### config.mk
export PLATFORM = sky130hd
export DESIGN_NAME = counter_sequencer
export DESIGN_NICKNAME = d
export VERILOG_FILES = /design/src/rtl/counter_sequencer.sv
export SDC_FILE = /design/constraint.sdc
export NUM_CORES = 1
export LEC_CHECK = 0
export ABC_CLOCK_PERIOD_IN_PS = 2600
export CAP_MARGIN = 20
export CORE_AREA = 2 2 75 77
export CTS_BUF_LIST = sky130_fd_sc_hd__clkbuf_4
export CTS_CLUSTER_DIAMETER = 60
export DETAILED_ROUTE_END_ITERATION = 16
export DIE_AREA = 0 0 77 79
export DONT_BUFFER_PORTS = 1
export PLACE_DENSITY = 0.54
export SKIP_LAST_GASP = 1
export SLEW_MARGIN = 20
export SYNTH_ARGS = -nofsm -noshare
export SYNTH_HDL_FRONTEND = slang
export SYNTH_SLANG_ARGS = --single-unit
### constraint.sdc
create_clock -name clk -period 2.6 [get_ports clk]
set_clock_uncertainty 0.05 [all_clocks]
set_input_delay 0.52 -clock clk [delete_from_list [all_inputs] [get_ports clk]]
set_output_delay 0.52 -clock clk [all_outputs]
set_load 0.05 [all_outputs]
### src/rtl/counter_sequencer.sv
// Sequencer for an external 8-bit counter: clear, run to a programmable terminal count,
// one-shot or periodic, with pause, abort and a stall watchdog.
module counter_sequencer #(
  parameter int unsigned      WIDTH         = 8,
  parameter logic [WIDTH-1:0] DEFAULT_LIMIT = 8'hFF,
  parameter int unsigned      TIMEOUT       = 16
) (
  input  logic             clk,
  input  logic             reset,
  input  logic             start,
  input  logic             stop,
  input  logic             pause,
  input  logic             mode,
  input  logic             cfg_we,
  input  logic [WIDTH-1:0] cfg_limit,
  input  logic [WIDTH-1:0] cnt_in,
  output logic             T,
  output logic             cnt_clr,
  output logic             busy,
  output logic             done,
  output logic             err,
  output logic [7:0]       wrap_cnt
);

  localparam int unsigned WdW = $clog2(TIMEOUT + 1);

  typedef enum logic [1:0] {StIdle, StClear, StRun, StDone} state_e;

  state_e           state;
  logic [WIDTH-1:0] limit;
  logic [WIDTH-1:0] cnt_prev;
  logic [WdW-1:0]   wd_cnt;
  logic             periodic;
  logic             terminal;
  logic             stalled;
  logic             wd_trip;

  assign T        = (state == StRun) && !pause && (cnt_in < limit);
  assign cnt_clr  = (state == StClear);
  assign busy     = (state == StClear) || (state == StRun);
  assign terminal = (state == StRun) && (cnt_in >= limit);
  assign stalled  = T && (cnt_in == cnt_prev);
  // Trips on the TIMEOUT-th consecutive stalled cycle, counting the current one.
  assign wd_trip  = stalled && (wd_cnt == WdW'(TIMEOUT - 1));

  always_ff @(posedge clk or posedge reset) begin
    if (reset) begin
      state    <= StIdle;
      limit    <= DEFAULT_LIMIT;
      cnt_prev <= '0;
      wd_cnt   <= '0;
      periodic <= 1'b0;
      done     <= 1'b0;
      err      <= 1'b0;
      wrap_cnt <= '0;
    end else begin
      cnt_prev <= cnt_in;
      done     <= 1'b0;
      wd_cnt   <= (stalled && !wd_trip && !stop) ? wd_cnt + 1'b1 : '0;
      unique case (state)
        StIdle: begin
          if (cfg_we) limit <= cfg_limit;
          if (start) begin
            state    <= StClear;
            periodic <= mode;
            wrap_cnt <= '0;
            err      <= 1'b0;
          end
        end
        StClear: state <= stop ? StIdle : StRun;
        StRun: begin
          if (stop) begin
            state <= StIdle;
          end else if (wd_trip) begin
            state <= StIdle;
            err   <= 1'b1;
          end else if (terminal) begin
            done <= 1'b1;
            if (periodic) begin
              state <= StClear;
              if (wrap_cnt != 8'hFF) wrap_cnt <= wrap_cnt + 8'd1;
            end else begin
              state <= StDone;
            end
          end
        end
        StDone:  state <= StIdle;
        default: state <= StIdle;
      endcase
    end
  end

endmodule

==> impl_results.md, run 1 <==
* Status: completed
* RR Startpoint: limit[1]
* RSZ-0062 raised after global routing: yes
* Placer Congestion at 0.747
* Startpoint Class: flip-flop
* Number of synthesized register bits at 34
* Clk_lat worst skew at 0.34 ns
* Synth warnings at 0
* Port bufs at 0
* Relative slew slack at 63.0%
* Dpl ws at 0.255 ns
* Synth Area in Compound Gates at 9.24%
* Synth cell count leaders: 26 x dfrtp_1, 15 x inv_1, 14 x ha_1
* Synth area leader: dfrtp_1
* Final hold violations at 0
* Post-route minimum period at 2.56 ns
* Crit-path max FO at 4
* Worst slew pin tran at 0.555 ns
* Count leader, synth: dfrtp_1
* Share of the synthesized area in the top cell type at 35.1%
* Routed Antenna Nets at 0
* Reg2reg end: wrap_cnt[6]
* Flop2flop setup slack at 0.16 ns
* Yosys cell types at 43
* Synth Instances at 166
* Pwr Total at 0.00172 W
* CTS max path bufs at 2
* Post-Synth Adder-Cell Area at 9.44%
* Iteration count of the initial detailed-routing pass at 5
* VDD IR-drop max at 368 uV
* Max-slew violations at 0
* Final setup fails at 0
* Clk sinks at 34
* CP arrival at 1.99 ns
* Gr ovfl total at 0
* Crit end category: output pin
* Total Nets Final at 216
* I/O Pins at 36
* DR WL/cell at 15.1 um
* Via count at 1257
* CTS Buf Count at 5
* # H-tree levels at 2
* Routed WL at 3790 um
* Number of synthesized flops with an enable pin at 0
* Largest family of logic cells by synthesized area: simple AND/OR/NAND/NOR gates
* Post-synth top flop: dfrtp_1
* LEAKAGE at 0.891 nW
* Die X at 77 um
* Core ar. at 0.00534 sq mm
* DIE HEIGHT at 79 um
* First-pass GRT wire length at 6530 um
* Synth top area cells: dfrtp_1 35%, dfstp_2 11%, ha_1 9.4%
* Placement Rows at 27
* Reg clk slew, reported paths at 0.11 ns
* Largest net degree at the start of global routing at 35
* Die area at 0.00608 sq mm
* CP required at 2.03 ns
* PD cells at 815 mW/mm^2
* PnR worst setup slack at 0.0366 ns
* Reg2Reg Depth at 9
* Synthesized Nets at 203
* Root cell of the clock tree: clkbuf_4
* Synthesized area per cell at 11.2 sq um
* XOR/XNOR Fraction of Synth Area at 4.72%
* Gr usage total at 13.8%
* CTS tree: yes
* FFs w/ async S/R, synth at 100%
* Post-synthesis mux area share at 8.16%
* Vias in the first global route at 1349
* # DRC at 0
* Synthesized area at 0.00186 sq mm
* Dpl hpwl at 2940 um
* DR vias/cell at 4.99
* Critical setup path kind: flip-flop to output pin
* DRT iter0 DRCs at 23
* Area grow syn2layout at 13.9%
* Initial antenna violation count at 0
* Fmax at 390 MHz
* Hold slack at 0.108 ns
* HP Class: input port to asynchronous set/reset pin
* Finished Core Util at 39.6%
* Post-synthesis sequential area ratio at 46.4%
* Starting density of the core at 34.8%
* Max Cap Violations at 0
* Post-Synth Simple-Gate Area at 17.7%
* Layout cell share with drive strength beyond 1 at 30.6%
* Ant diodes at 0
* Final period util at 98.6%
==> worst max path at each step <==
stage	end	from	slack, ns	cells past startpoint
2_1_floorplan	T	limit[7]	0.24	6
3_3_place_gp	T	limit[7]	0.26	7
3_5_place_dp	wrap_cnt[0]	limit[6]	0.25	8
4_1_cts	T	limit[7]	0.001	7
5_1_grt	T	limit[4]	-0.09	7
6_report	T	limit[5]	0.04	7
==> routing by layer <==
metal	global-route usage, %	share of wire, %	vias up
li1	-	-	620
met1	17.0	44	605
met2	23.7	50	27
met3	3.75	4.0	5
met4	4.29	1.3	0
met5	0	0	-
==> cells in the final DEF (no fill, tap or decap), drive strengths merged, types with 2 or more instances in the layout <==
cell | Yosys | layout
o21ai | 2 | 2
buf | 3 | 10
and4 | 2 | 2
nand2 | 10 | 10
nor3b | 2 | 2
nand3 | 5 | 5
nor4 | 2 | 2
mux2 | 9 | 9
nand4 | 7 | 7
ha | 14 | 14
clkbuf | 1 | 8
nand3b | 3 | 3
nand2b | 4 | 4
xnor2 | 9 | 9
inv | 15 | 15
dfrtp | 26 | 26
or2 | 4 | 4
mux2i | 5 | 5
nor3 | 2 | 2
dfstp | 8 | 8
a21oi | 3 | 3
o211ai | 4 | 4
nor2 | 9 | 9
==> flip-flops by register name, indices dropped and copies added (netlist names) <==
register,count
err,1
cnt_prev,8
state,2
limit,8
wd_cnt,5
periodic,1
done,1
wrap_cnt,8
==> power breakdown <==
group          total [W]  switching [W]  internal [W]
logic           0.000684       0.000390      0.000294
clock network   0.000310       0.000171      0.000139
registers       0.000728      0.0000593      0.000669
total            0.00172       0.000620       0.00110
==> logic make-up (layout without fill, tap and decap cells) <==
kind of cell | count (synthesis) | in the layout
simple gates | 55 | 55
flops | 34 | 34
compound gates | 20 | 20
buf+inv | 19 | 33
fa+ha+maj | 14 | 14
mux | 14 | 14
xor+xnor | 10 | 10
==> per-stage QoR <==
| step | instance area, sq um | setup TNS [ns] | std cells |
|---|---|---|---|
| 2_1_floorplan | 1860 | 0 | 166 |
| 3_3_place_gp | 1990 | 0 | 242 |
| 3_5_place_dp | 1990 | 0 | 242 |
| 4_1_cts | 2110 | 0 | 252 |
| 5_1_grt | 2110 | -0.0884 | 252 |
| 6_report | 2110 | 0 | 252 |
==> what timing repair did <==
item	in CTS	in global routing
hold buffers	0	0
resized for setup	7	0
endpoints found under the hold margin	0	0
pin swaps	4	1
gates cloned	0	0
buffers inserted	2	0
endpoints found under the setup margin	1	1
==> cell type report <==
type | count | area, sq um
Timing Repair Buffer | 10 | 87.6
Tap cell | 72 | 90.1
Multi-Input combinational cell | 113 | 958
Fill cell | 550 | 3220
Sequential cell | 34 | 861
Clock buffer | 8 | 60.1
Inverter | 15 | 56.3
==> worst max-delay path, stage by stage, from the launching register on <==
cell and delay (ns):
dfstp_2 0.55, inv_2 0.04, ha_4 0.21, a41oi_2 0.17
o21ai_2 0.10, nor3b_2 0.25, and2_4 0.20, buf_12 0.13
Note: power is estimated with default switching activity, not from simulation.
==> run 2: changes to the inputs <==
CTS_CLUSTER_SIZE = 24   (was unset)
GPL_ROUTABILITY_DRIVEN = 0   (was unset)
GPL_TIMING_DRIVEN = 1   (was unset)
==> results of run 2 <==
No change in the layout: final DEF, timing and power equal those of run 1.
